## config.mk

```make
export PLATFORM = sky130hd
export DESIGN_NAME = sram_array_ctrl
export DESIGN_NICKNAME = d
export VERILOG_FILES = /design/src/rtl/sram_pkg.sv /design/src/rtl/wl_decoder.sv /design/src/rtl/sram_array_ctrl.sv
export SDC_FILE = /design/constraint.sdc
export NUM_CORES = 1
export LEC_CHECK = 0
export BUFFER_PORTS_ARGS = -buffer_cell sky130_fd_sc_hd__buf_2
export CORE_AREA = 2 2 60 67
export DETAILED_ROUTE_END_ITERATION = 16
export DIE_AREA = 0 0 62 69
export SLEW_MARGIN = 20
export SYNTH_ARGS = -nofsm -noshare
export SYNTH_HDL_FRONTEND = slang
export SYNTH_SLANG_ARGS = --single-unit
```

## constraint.sdc

```tcl
create_clock -name clk -period 1.6 [get_ports clk]
set_clock_uncertainty 0.15 [all_clocks]
set_input_delay 0.24 -clock clk [delete_from_list [all_inputs] [get_ports clk]]
set_output_delay 0.24 -clock clk [all_outputs]
set_load 0.1 [all_outputs]
```

## src/rtl/sram_pkg.sv

```systemverilog
// Shared types and helpers for the SRAM array sequencer and its wordline decoder.
package sram_pkg;

    // Controller phases: idle, bus setup, wordline pulse, bus recovery.
    typedef enum logic [1:0] {
        IDLE    = 2'd0,
        SETUP   = 2'd1,
        PULSE   = 2'd2,
        RECOVER = 2'd3
    } state_e;

    // Word width of a wordCell row.
    localparam int DEFAULT_DATA_W = 8;

    // Returns 1 when the given row is the one selected by addr.
    function automatic logic onehot_bit(input int addr, input int row);
        return addr == row;
    endfunction

endpackage

```

## src/rtl/wl_decoder.sv

```systemverilog
// Row address to one-hot wordline decoder with enable; combinational, registered by the caller.
module wl_decoder
    import sram_pkg::*;
#(
    parameter int ADDR_W = 2
) (
    input  logic [ADDR_W-1:0]      addr_i,
    input  logic                   en_i,
    output logic [(2**ADDR_W)-1:0] onehot_o
);

    localparam int ROWS = 2**ADDR_W;

    // Drive exactly one row high when enabled, none otherwise.
    always_comb begin
        onehot_o = '0;
        for (int r = 0; r < ROWS; r++) begin
            onehot_o[r] = en_i && onehot_bit(int'(addr_i), r);
        end
    end

endmodule

```

## src/rtl/sram_array_ctrl.sv

```systemverilog
// Sequencer for the wordCell SRAM array: takes one request at a time and walks the
// shared array bus through setup, a wordline pulse and a recovery cycle so the
// wordline is never high while rw/word change. Reads capture the chained bitlines.
module sram_array_ctrl
    import sram_pkg::*;
#(
    parameter int ADDR_W    = 2,
    parameter int DATA_W    = DEFAULT_DATA_W,
    parameter int WL_CYCLES = 1
) (
    input  logic                   clk,
    input  logic                   rst,
    input  logic                   req_valid,
    output logic                   req_ready,
    input  logic                   req_we,
    input  logic [ADDR_W-1:0]      req_addr,
    input  logic [DATA_W-1:0]      req_wdata,
    output logic                   resp_valid,
    output logic [DATA_W-1:0]      resp_rdata,
    output logic                   arr_rw,
    output logic [DATA_W-1:0]      arr_word,
    output logic [(2**ADDR_W)-1:0] arr_wordline,
    output logic [DATA_W-1:0]      arr_bl_carry,
    input  logic [DATA_W-1:0]      arr_bl_out
);

    localparam int ROWS  = 2**ADDR_W;
    localparam int CNT_W = (WL_CYCLES > 1) ? $clog2(WL_CYCLES) : 1;

    // A zero-length pulse would never open the row, and the rows are 8 bits wide.
    generate
        if (WL_CYCLES < 1) begin : g_bad_wl_cycles
            $error("sram_array_ctrl: WL_CYCLES must be at least 1");
        end
        if (DATA_W != DEFAULT_DATA_W) begin : g_bad_data_w
            $error("sram_array_ctrl: DATA_W must match the wordCell width");
        end
    endgenerate

    state_e            state_q, state_d;
    logic              we_q, we_d;
    logic [ADDR_W-1:0] addr_q, addr_d;
    logic [CNT_W-1:0]  cnt_q, cnt_d;
    logic [DATA_W-1:0] rdata_q, rdata_d;
    logic              rw_q, rw_d;
    logic [DATA_W-1:0] word_q, word_d;
    logic [ROWS-1:0]   wl_q, wl_d;

    // The wordline is decoded from the next state so that it can be registered
    // and leave the block glitch-free straight from a flop.
    wl_decoder #(
        .ADDR_W (ADDR_W)
    ) u_wl_decoder (
        .addr_i   (addr_q),
        .en_i     (state_d == PULSE),
        .onehot_o (wl_d)
    );

    // Next-state logic: latch the request, sequence the phases and capture read data.
    always_comb begin
        state_d = state_q;
        we_d    = we_q;
        addr_d  = addr_q;
        cnt_d   = cnt_q;
        rdata_d = rdata_q;
        rw_d    = rw_q;
        word_d  = word_q;

        case (state_q)
            IDLE: begin
                if (req_valid) begin
                    we_d    = req_we;
                    addr_d  = req_addr;
                    rw_d    = req_we;
                    word_d  = req_we ? req_wdata : '0;
                    state_d = SETUP;
                end
            end
            SETUP: begin
                cnt_d   = CNT_W'(WL_CYCLES - 1);
                state_d = PULSE;
            end
            PULSE: begin
                if (cnt_q == '0) begin
                    state_d = RECOVER;
                    if (!we_q) begin
                        rdata_d = arr_bl_out;
                    end
                end else begin
                    cnt_d = cnt_q - CNT_W'(1);
                end
            end
            RECOVER: begin
                rw_d    = 1'b0;
                word_d  = '0;
                state_d = IDLE;
            end
            default: begin
                rw_d    = 1'b0;
                word_d  = '0;
                state_d = IDLE;
            end
        endcase
    end

    // State and array-bus registers; reset drops the wordline immediately.
    always_ff @(posedge clk or posedge rst) begin
        if (rst) begin
            state_q <= IDLE;
            we_q    <= 1'b0;
            addr_q  <= '0;
            cnt_q   <= '0;
            rdata_q <= '0;
            rw_q    <= 1'b0;
            word_q  <= '0;
            wl_q    <= '0;
        end else begin
            state_q <= state_d;
            we_q    <= we_d;
            addr_q  <= addr_d;
            cnt_q   <= cnt_d;
            rdata_q <= rdata_d;
            rw_q    <= rw_d;
            word_q  <= word_d;
            wl_q    <= wl_d;
        end
    end

    assign req_ready    = (state_q == IDLE);
    assign resp_valid   = (state_q == RECOVER);
    assign resp_rdata   = rdata_q;
    assign arr_rw       = rw_q;
    assign arr_word     = word_q;
    assign arr_wordline = wl_q;
    assign arr_bl_carry = '0;

endmodule

```

# --- Word level (Yosys, flattened, before mapping) ---
# Index checks and enable logic that the tools add are counted.
classes:
  reduce_logical: 11
  addsub: 1
  bitwise_logic: 2
  muxes: 10
  n_eq_ne: 8
op_table:
  columns: ["op", "n"]
  rows:
  - ["two-way mux 8 bit", 2]
  - ["case mux 8 bit (2 select lines)", 1]
  - ["== test 2 bit (second input constant)", 5]
  - ["case mux 2 bit (4 select lines)", 1]
  - ["== test 2 x 1 -> 1 bit (second input constant)", 2]
  - ["logical AND 1 bit", 4]
  - ["logical NOT 2 bit", 2]
  - ["two-way mux 2 bit", 2]
  - ["case mux 1 bit (2 select lines)", 2]
  - ["AND reduction 2 bit", 2]
  - ["nonzero test 2 bit", 2]
  - ["AND reduction 3 bit", 1]
  - ["two-way mux 1 bit", 2]
  - ["inequality test 2 bit (second input constant)", 1]
  - ["inverter 1 bit", 2]
  - ["subtractor 1 bit (second input constant)", 1]
word_totals:
  regBits: 27
  output_inout_bits: 31
  in_bits: 22
  elab_cells: 40

# --- Logic depth before layout (Yosys ltp) ---
# Gate-level depths: netlist of the first run.
logic_depth:
  ltp_word: 4
  ltp_mapped: 6
  depth_no_buf: 5

# --- Hierarchy ---
# Synthesis of the first run repeated with hierarchy kept, for this count alone.
hier_totals:
  hier_cells: 85
  area_unflattened_um2: 1209.9
modules_own_cells:
  columns: ["module", "area_per_inst_um2", "cells_each", "n_inst", "seq_area_each_um2"]
  rows:
  - ["sram_array_ctrl", 1172.4, 81, 1, 650.6]
  - ["wl_decoder", 37.5, 4, 1, 0.0]

# --- Least setup slack after synthesis of the first run ---
# OpenSTA, ideal clock, no wires.
synth_path:
  path_type: "register to register"
  startpoint: "register state_q[0]"
  endpoint: "register word_q[2], in the netlist arr_word[2]"
  n_path_buf: 1
  stages_incl_launch_ff: 7
  slack_ns: -0.746
  synth_period_minus_slack_ns: 2.346
  required_ns: 1.365
  arrival_time_ns: 2.111
  setup_time_ns: 0.085
  cell_sequence: "dfrtp_1 > inv_1 > ha_1 > mux2i_2 > buf_6 > nand2_1 > o21ai_0"
synth_between:
  elab_chain_len: 3
  elab_cells_between_ends: 6
  classes_between: "eq/ne: 2; mux: 1; reduce/logical: 3"
synth_lines:
  columns: ["item", "line_no", "rtl"]
  rows:
  - ["start, declared", "sram_array_ctrl.sv:40", "state_e state_q, state_d;"]
  - ["start signal, assigned", "sram_array_ctrl.sv:118", "state_q <= state_d;"]
  - ["logical NOT 2 bit (*)", null, null]
  - ["named net req_ready", "sram_array_ctrl.sv:14", "output logic req_ready,"]
  - ["inequality test 2 bit (no line) / nonzero test 2 bit (equally long branches)", null, null]
  - ["AND reduction 2 bit (no line)", null, null]
  - ["end signal, assigned", "sram_array_ctrl.sv:124", "word_q <= word_d;"]
  - ["end, declared", "sram_array_ctrl.sv:46", "logic [DATA_W-1:0] word_q, word_d;"]
# Mark *: on every way through the listed nets, which the timed path passes. The rest lies on a longest branch.
# A chain may end at the register's enable or synchronous reset.

# --- Worst setup path in the final report of the first run ---
layout_path:
  startpoint: "register state_q[1]"
  endpoint: "register rdata_q[0], in the netlist resp_rdata[0]"
layout_between:
  elab_chain_len: 2
layout_lines:
  columns: ["item", "line_no", "rtl"]
  rows:
  - ["== test 2 bit", "sram_array_ctrl.sv:69", "case (state_q)"]
  - ["AND reduction 3 bit (no line)", null, null]
  - ["end signal, assigned", "sram_array_ctrl.sv:122", "rdata_q <= rdata_d;"]
  - ["end, declared", "sram_array_ctrl.sv:44", "logic [DATA_W-1:0] rdata_q, rdata_d;"]
# Every way passes these cells.

==> flow_summary.json, run 1 <==
{
  "finalMaxSlewViolations": 0,
  "ant_nets": 0,
  "cts_tree": "done",
  "met1_length_um": 862,
  "vias": 822,
  "min_path_cells": 3,
  "crit_family": "flip-flops",
  "yosys.area_share.simple_pct": 10.5,
  "worstPathMaxFanout": 8,
  "reg2reg_slack_ns": 0.03,
  "post-place-ws_ns": 0.0403,
  "crit_start": "state_q[1]",
  "synth.top_cells.by_area": "dfrtp_1 (56%), mux2_2 (11%), ha_1 (6.5%), nand2_1 (6.2%), buf_4 (5.2%)",
  "path_class": "register to register",
  "cp_common_cell": "buf_4",
  "antenna_cells": 0,
  "synthAdderAreaFrac_pct": 6.51,
  "max_freq_mhz": 638,
  "r2r_cells": 5,
  "die_y_um": 69,
  "yosysTopAreaCell": "dfrtp_1",
  "slowest_delay_ns": 0.44,
  "yosysSeqAreaShare_pct": 56.5,
  "firstDrtPassIters": 3,
  "critPathBufInv": 2,
  "io_buffers": 44,
  "rsz0062_at_grt": "yes",
  "worstHoldStart": "req_wdata[3]",
  "synth_top_family_by_area": "multiplexers",
  "nets": 181,
  "synth_compound_area_share_pct": 5.97,
  "synth_most_common_cell": "dfrtp_1",
  "insertion_delay_ns": 0.26,
  "io_pins": 53,
  "layout-drive-gt1-share_pct": 50.3,
  "overflow": 0,
  "synth_area_um2": 1150,
  "die_x_um": 62,
  "top_layer": "met4",
  "finalHoldViolCount": 0,
  "wl_met3_um": 150,
  "place_hpwl_um": 1680,
  "end_kind": "register",
  "cap_viol_max_count": 0,
  "post-route-period-util_pct": 97.9,
  "drc": 0,
  "clk_pin_slew_worst_paths_ns": 0.08,
  "synth.area.mux_share_pct": 11.9,
  "cts_max_level": 1,
  "regToRegEndpoint": "resp_rdata[0]",
  "grt_max_degree": 27,
  "critPathLaunchType": "register",
  "wl_per_cell_um": 10.7,
  "synth-xor-area-share_pct": 0,
  "cts_buffers": 3,
  "dieArea_um2": 4280,
  "ys_warn_count": 0,
  "hold_end": "arr_word[3]",
  "first_global_vias": 805,
  "status": "finished clean",
  "tns_ns": 0,
  "syn_area_per_cell_um2": 11.6,
  "met2_length_um": 1130,
  "wl_um": 2160,
  "start_util_pct": 32.0,
  "crit_slowest_cell": "dfrtp_2",
  "grt_antenna_before_repair": 0,
  "setup_viol": 0,
  "worstPathCellList": "buf_4 > ha_4 > nor2b_1 > buf_4 > mux2_4",
  "cp_data_required_time_ns": 1.60,
  "synth_flop_cell": "dfrtp_1",
  "synth_top_area_share_pct": 56.5,
  "r2r-start": "state_q[1]",
  "async_reset_ff_share_pct": 100,
  "drtIter0Drc": 32,
  "setup_ws_ns": 0.0338,
  "cts_sinks": 26,
  "min_period_ns": 1.57,
  "grt_first_pass_wirelength_um": 3360,
  "min_path_type": "input pin to register",
  "synthCells": 99,
  "gp_congestion": 0.740,
  "ys_top_cells_by_count": "dfrtp_1 (26), nand2_1 (19), mux2_2 (11)",
  "routed_via_density": 4.09,
  "cp.arrival_ns": 1.56,
  "cts.path.max_buffers": 2,
  "core_um2": 3600,
  "area_growth_pct": 38.8,
  "rows": 23,
  "root_buffer": "clkbuf_8",
  "grt_usage_pct": 10.3,
  "synth_cell_type_count": 21,
  "synth_edf_count": 0,
  "synth-seq-cells": 26
}
[cells by family (layout without fill, tap and decap cells)]
logic type | after synthesis | count (layout)
buf+inv | 15 | 60
flops | 26 | 26
compound gates | 11 | 11
mux | 12 | 12
simple gates | 28 | 28
fa+ha+maj | 6 | 6
other cells | 1 | 8
[per-stage QoR]
step | hold slack [ns] | util [%] | cell area (µm²) | std cells
2_1_floorplan | 0.130 | - | 1200 | 106
3_3_place_gp | 0.151 | 41.3 | 1490 | 194
3_5_place_dp | 0.166 | 41.3 | 1490 | 194
4_1_cts | 0.0488 | 42.7 | 1540 | 198
5_1_grt | 0.0458 | 44.5 | 1600 | 201
6_report | 0.0518 | 44.5 | 1600 | 201
[tightest hold or removal path, delay by kind of cell]
family | cells | cell delay, ns
AOI/OAI and AO/OA | 1 | 0.05
buffers and inverters | 1 | 0.09
and+or+nand+nor | 1 | 0.04
[worst max-delay path by stage]
| stage | endpoint | slack, ns | cells after the start |
|---|---|---|---|
| 5_1_grt | resp_rdata[1] | -0.02 | 5 |
| 2_1_floorplan | arr_word[2] | -0.14 | 6 |
| 3_5_place_dp | arr_word[6] | 0.04 | 6 |
| 3_3_place_gp | resp_rdata[3] | 0.1 | 5 |
| 4_1_cts | resp_valid | -0.02 | 3 |
| 6_report | resp_rdata[0] | 0.03 | 5 |
[what timing repair did]
action / CTS / global route
setup buffers: 0 / 3
hold buffers: 1 / 0
hold endpoints to repair: 26 / 0
endpoints found under the setup margin: 1 / 16
gates resized for setup: 0 / 7
pin swaps: 0 / 1
[cell type report]
cell class / count / area, µm²
sequential: 26 / 652
multi-input combinational: 65 / 483
clock buffer: 3 / 41.3
fill: 348 / 2000
inverter: 4 / 15.0
tap: 50 / 62.6
timing repair buffer: 53 / 345
[routing by layer]
layer / up-vias / track usage [%]
li1: 412 / -
met1: 376 / 10.2
met2: 32 / 18.6
met3: 2 / 3.19
met4: 0 / 4.26
met5: - / 0
[registers in the layout, summed over array words and instances (netlist names)]
signal and cells:
resp_rdata 8, arr_rw 1, state_q 2, arr_wordline 4, addr_q 2, arr_word 8
we_q 1
[placed cells by master (no fill, tap or decap)]
| master | instances |
|---|---|
| buf_2 | 42 |
| dfrtp_1 | 25 |
| nand2_1 | 19 |
| mux2_2 | 10 |
| conb_1 | 8 |
| buf_4 | 6 |
| o21ai_0 | 4 |
| nor2_1 | 4 |
| buf_12 | 4 |
| ha_1 | 3 |
| ha_4 | 3 |
| clkbuf_8 | 3 |
| nor2b_1 | 2 |
| o21ai_2 | 2 |
| o21ai_1 | 2 |
| inv_2 | 2 |
| inv_1 | 2 |
| mux2i_4 | 1 |
| a21oi_1 | 1 |
| nor3b_1 | 1 |
| and3b_1 | 1 |
| and3_1 | 1 |
| mux2_4 | 1 |
| o22ai_1 | 1 |
| a22o_2 | 1 |
| dlygate4sd3_1 | 1 |
| dfrtp_2 | 1 |
Power of run 1 is left out: the tool's default activity adds up to more than one toggle a clock period on the data nets, which glitch-free logic cannot reach.
==> run 2, diff against run 1 <==
- ABC_AREA: not set -> 1
- CORE_AREA: 2 2 60 67 -> 2 2 62 70
- DIE_AREA: 0 0 62 69 -> 0 0 64 72
- clock period: 1.6 -> 1.35 ns (I/O delays scaled with it)
==> run 2 against run 1 <==
The run now ends with setup timing left. Synthesized cell count up 40%. Register-to-register slack lost 0.13 ns. Non-clock buffer count grew 3. Critical path depth decreased by 2. Sequential share of layout area down 10 points. Core utilization increased by 11 points. Clock-buffer cell count grew 1. Area after synthesis is 7.1% higher. Die area increased by 7.7%. Critical path type is now register to output port.
==> flow_summary.json, run 2 <==
{
  "drc": 0,
  "cap_viol_max_count": 0,
  "cts.path.max_buffers": 2,
  "root_buffer": "clkbuf_8",
  "cts_buffers": 3,
  "synth_most_common_cell": "nand2_1",
  "ys_top_cells_by_count": "nand2_1 (44), dfrtp_1 (26), nand3_1 (17)",
  "crit_start": "state_q[1]",
  "nets": 224,
  "core_um2": 3870,
  "min_period_ns": 1.47,
  "synth_edf_count": 0,
  "start_util_pct": 31.8,
  "dp_cells": 233,
  "cts_max_level": 1,
  "path_class": "register to output port",
  "yosysTopAreaCell": "dfrtp_1",
  "yosysSeqAreaShare_pct": 52.7,
  "io_pins": 53,
  "end_kind": "output port",
  "io_buffers": 44,
  "die_x_um": 64,
  "finalMaxSlewViolations": 0,
  "worstPathMaxFanout": 3,
  "ys_warn_count": 0,
  "cp.arrival_ns": 1.12,
  "reg2reg_slack_ns": -0.10,
  "grt_max_degree": 27,
  "cts_tree": "done",
  "async_reset_ff_share_pct": 100,
  "synth_area_um2": 1230,
  "r2r_cells": 8,
  "drtIter0Drc": 62,
  "setup_viol": 14,
  "status": "finished with violations",
  "multi_input_area_um2": 652,
  "wl_um": 3220,
  "die_y_um": 72,
  "grt_first_pass_wirelength_um": 5110,
  "synth.top_cells.by_area": "dfrtp_1 (53%), nand2_1 (13%), nand3_1 (6.9%), ha_1 (6.1%), buf_4 (5.5%)",
  "syn_area_per_cell_um2": 8.88,
  "fillCellCount": 323,
  "max_freq_mhz": 679,
  "layout-drive-gt1-share_pct": 48.2,
  "min_path_type": "input pin to register",
  "grt_antenna_before_repair": 0,
  "overflow": 0,
  "area_growth_pct": 74.0,
  "r2r-start": "state_q[1]",
  "routed_via_density": 4.47,
  "antenna_cells": 0,
  "post-route-period-util_pct": 109,
  "violations": "setup timing",
  "layout.cells.non_filler": 247,
  "grt_usage_pct": 14.2,
  "rsz0062_at_grt": "yes",
  "cts_sinks": 26,
  "place_hpwl_um": 2170,
  "hold_end": "addr_q[1]",
  "first_global_vias": 1133,
  "firstDrtPassIters": 4,
  "dieArea_um2": 4610,
  "regArea_um2": 653,
  "ant_nets": 0,
  "synth_top_area_share_pct": 52.7,
  "synth_cell_type_count": 20,
  "critPathLaunchType": "register",
  "wl_per_cell_um": 13.0,
  "synthCells": 139,
  "final_cell_mix": "nand2_1 (37), dfrtp_1 (24), buf_12 (24), buf_2 (21), nand3_2 (10)",
  "synth-seq-cells": 26,
  "vias": 1104,
  "cp_data_required_time_ns": 1.00,
  "clk_pin_slew_worst_paths_ns": 0.08,
  "insertion_delay_ns": 0.26,
  "regToRegEndpoint": "arr_word[2]",
  "rows": 24,
  "finalHoldViolCount": 0,
  "min_path_cells": 3,
  "setup_ws_ns": -0.123,
  "gp_congestion": 0.828,
  "worstHoldStart": "req_addr[1]",
  "synth_flop_cell": "dfrtp_1",
  "layout_commonest_cell": "nand2_1"
}
[run 2: cell types whose count changed in the layout (fill, tap and decap cells not counted), sizes merged, moves of 5 or more]
cell   before  now
inv         4   10
mux2       11    0
nand2      19   49
nand3       0   18
nor2        4   10
o21ai       8    3
[run 2: what timing repair did]
| item | in CTS | in global routing |
|---|---|---|
| endpoints found under the setup margin | 11 | 21 |
| endpoints found under the hold margin | 26 | 0 |
| resized for setup | 8 | 24 |
| pin swaps | 2 | 16 |
| hold buffers | 1 | 0 |
| cloned | 0 | 1 |
| setup buffers | 6 | 3 |
[run 2: worst max-delay path by stage]
| stage | endpoint | slack (ns) | cells after the start |
|---|---|---|---|
| after floorplan | arr_rw | -0.18 | 6 |
| after global placement | arr_word[3] | 0.03 | 6 |
| after detailed placement | arr_word[6] | -0.01 | 6 |
| after CTS | req_ready | -0.12 | 3 |
| after global routing | req_ready | -0.16 | 3 |
| final | req_ready | -0.12 | 3 |
[run 2: cells by family (layout without fill, tap and decap cells)]
| kind of cell | Yosys count | after routing | share of synthesized area, % |
|---|---|---|---|
| compound gates | 4 | 4 | 1.93 |
| flops | 26 | 26 | 52.7 |
| buf+inv | 22 | 70 | 10.7 |
| other cells | 1 | 8 | 0.304 |
| fa+ha+maj | 6 | 6 | 6.09 |
| simple gates | 80 | 81 | 28.2 |
[run 2: layer usage]
layer	vias to the layer above	GRT usage, %	share of wire [%]
li1	530	-	-
met1	523	16.2	38
met2	43	26.2	55
met3	8	2.95	5.9
met4	0	4.59	1.6
met5	-	0	0
[run 2: final cells by class]
class | count | area share (%)
multi-input cells | 99 | 30.4
clock buffers | 4 | 2.10
repair buffers | 56 | 31.8
flip-flops and latches | 26 | 30.4
well taps | 52 | 3.03
inverters | 10 | 2.33
[run 2: through the flow]
step	worst slack [ns]	hold WS [ns]	utilization (%)	area (µm²)	setup TNS (ns)
after CTS	-0.115	0.0126	52.0	2010	-0.841
after detailed placement	-0.0124	0.119	48.1	1860	-0.0505
final	-0.123	0.0110	55.4	2150	-0.980
after floorplan	-0.178	0.0924	-	1300	-2.06
after global routing	-0.164	0.0229	55.4	2150	-2.07
after global placement	0.0279	0.118	48.1	1860	0
[run 2: worst max-delay path, stage by stage (launching register included)]
cell,delay [ns]
dfrtp_2,0.45
inv_2,0.09
ha_4,0.15
buf_12,0.17
Power of run 2 is left out for the same reason.
==> run 3, diff against run 2 <==
- BUFFER_PORTS_ARGS: -buffer_cell sky130_fd_sc_hd__buf_2 -> -buffer_cell sky130_fd_sc_hd__clkbuf_2
- CORE_AREA: 2 2 62 70 -> 2 2 61 69
- DIE_AREA: 0 0 64 72 -> 0 0 63 71
- SYNTH_HIERARCHICAL: not set -> 1
==> run 3 against run 2 <==
The flow still finishes with violations (setup timing). Critical endpoint unchanged. Critical path depth stayed put. Global-route usage is 0.76 points lower. Worst hold slack worse by 0.011 ns. Routed wire length is 11% lower. Critical path type unchanged. Highest routed layer unchanged. Sequential cell count stayed put. Worst setup slack worse by 0.032 ns. Sequential share of layout area is 0.25 points higher. Non-clock buffer count is 3 higher. Core utilization is 0.32 points higher.
==> flow_summary.json, run 3 <==
{
  "fillCellCount": 352,
  "end_kind": "output port",
  "min_path_type": "input pin to register",
  "io_buffers": 44,
  "start_util_pct": 31.8,
  "place_hpwl_um": 2040,
  "cts_buffers": 3,
  "grt_max_degree": 27,
  "synth_cell_type_count": 15,
  "wl_per_cell_um": 11.3,
  "root_buffer": "clkbuf_8",
  "crit_start": "state_q[0]",
  "io_pins": 53,
  "violations": "setup timing",
  "overflow": 0,
  "drc": 0,
  "core_um2": 3810,
  "drtIter0Drc": 44,
  "gp_congestion": 0.722,
  "synthCells": 141,
  "post-route-period-util_pct": 111,
  "cts_max_level": 1,
  "routed_via_density": 4.24,
  "vias": 1073,
  "critPathLaunchType": "register",
  "grt_antenna_before_repair": 0,
  "ant_nets": 0,
  "max_freq_mhz": 665,
  "clk_pin_slew_worst_paths_ns": 0.09,
  "antenna_cells": 0,
  "tns_ns": -2.21,
  "synth_most_common_cell": "nand2_1",
  "min_period_ns": 1.50,
  "nets": 229,
  "cts.path.max_buffers": 2,
  "cts_sinks": 26,
  "first_global_vias": 988,
  "dieArea_um2": 4470,
  "wl_um": 2860,
  "regToRegEndpoint": "arr_word[2]",
  "endpoint": "req_ready",
  "yosysTopAreaCell": "dfrtp_1",
  "synth-seq-cells": 26,
  "async_reset_ff_share_pct": 100,
  "area_growth_pct": 75.5,
  "worstPathMaxFanout": 4,
  "die_x_um": 63,
  "ys_warn_count": 6,
  "syn_area_per_cell_um2": 8.59,
  "layout_commonest_cell": "nand2_1",
  "synth_flop_cell": "dfrtp_1",
  "rows": 24,
  "firstDrtPassIters": 4,
  "cap_viol_max_count": 0,
  "cp.arrival_ns": 1.15,
  "layout-drive-gt1-share_pct": 43.8,
  "rsz0062_at_grt": "yes",
  "insertion_delay_ns": 0.27,
  "grt_usage_pct": 13.4,
  "reg2reg_slack_ns": -0.13,
  "synth_top_area_share_pct": 53.7,
  "final_cell_mix": "nand2_1 (46), dfrtp_1 (25), buf_12 (23), clkbuf_2 (21)",
  "r2r-start": "state_q[0]",
  "yosysSeqAreaShare_pct": 53.7,
  "synth_area_um2": 1210,
  "grt_first_pass_wirelength_um": 4650,
  "finalMaxSlewViolations": 0,
  "synth_edf_count": 0,
  "setup_viol": 23,
  "cp_data_required_time_ns": 1.00,
  "cts_tree": "done",
  "r2r_cells": 8,
  "synth.top_cells.by_area": "dfrtp_1 (54%), nand2_1 (16%), nand3_1 (7.9%), ha_1 (5.2%), buf_4 (5.0%)",
  "die_y_um": 71,
  "path_class": "register to output port",
  "ys_top_cells_by_count": "nand2_1 (52), dfrtp_1 (26), nand3_1 (19)",
  "setup_ws_ns": -0.155,
  "status": "finished with violations",
  "finalHoldViolCount": 0
}
## run 3: cell count changes after synthesis, moves of 2 or more
| cell | previous run | this run |
|---|---|---|
| nor3_1 | 4 | 0 |
| o21ai_1 | 2 | 0 |
| nand3_1 | 17 | 19 |
| nand2_1 | 44 | 52 |
| nor2_1 | 10 | 12 |
## run 3: critical path: stages (launching register included)
cell and delay (ns):
dfrtp_2 0.46, inv_2 0.09, ha_4 0.16, buf_12 0.17
## run 3: how the worst min path moves through the flow
stage,startpoint,endpoint,slack (ns),depth (start not counted)
2_1_floorplan,rst,addr_q[0],0.09,1
3_3_place_gp,rst,resp_rdata[7],0.11,3
3_5_place_dp,rst,arr_wordline[2],0.10,3
4_1_cts,arr_bl_out[7],resp_rdata[7],0.003,3
5_1_grt,arr_bl_out[1],resp_rdata[1],0.005,3
6_report,arr_bl_out[1],resp_rdata[1],0.0005,3
## run 3: per-stage QoR
| step | cell area, µm² | utilization, % | hold WS [ns] | std cells | setup slack, ns |
|---|---|---|---|---|---|
| 6_report | 2130 | 55.7 | 0.000456 | 253 | -0.155 |
| 4_1_cts | 1990 | 52.3 | 0.00339 | 247 | -0.169 |
| 2_1_floorplan | 1270 | - | 0.0924 | 148 | -0.178 |
| 3_5_place_dp | 1830 | 48.0 | 0.103 | 234 | -0.0326 |
| 3_3_place_gp | 1830 | 48.0 | 0.105 | 234 | 0.0163 |
| 5_1_grt | 2130 | 55.7 | 0.00506 | 253 | -0.199 |
## run 3: repair_timing
action / in CTS / in global routing
hold buffers: 2 / 2
endpoints found under the setup margin: 20 / 23
hold endpoints to repair: 27 / 2
gates cloned: 2 / 0
gates resized for setup: 8 / 20
pin swaps: 4 / 15
buffers inserted: 5 / 4
## run 3: kinds of logic (layout without fill, tap and decap cells)
group,count (synthesis),in the layout,synth area share (%)
other,1,8,0.310
buffers and inverters,21,72,9.81
AOI/OAI and AO/OA,1,1,0.413
adders and majority gates,5,5,5.17
and+or+nand+nor,87,89,30.6
DFF,26,26,53.7
## run 3: final cells by class
cell class	count	area (µm²)	area share, %
Clock buffer	4	55.1	2.59
Timing Repair Buffer	59	696	32.7
Sequential cell	26	652	30.7
Inverter	9	41.3	1.94
Multi-Input combinational cell	103	617	29.0
Tap cell	52	65.1	3.06
## run 3: layer usage
metal / routed length [µm] / global-route usage (%)
met2: 1440 / 23.3
met4: 43 / 5.19
met5: 0 / 0
met3: 177 / 2.70
met1: 1200 / 16.3
Power of run 3 is left out for the same reason.
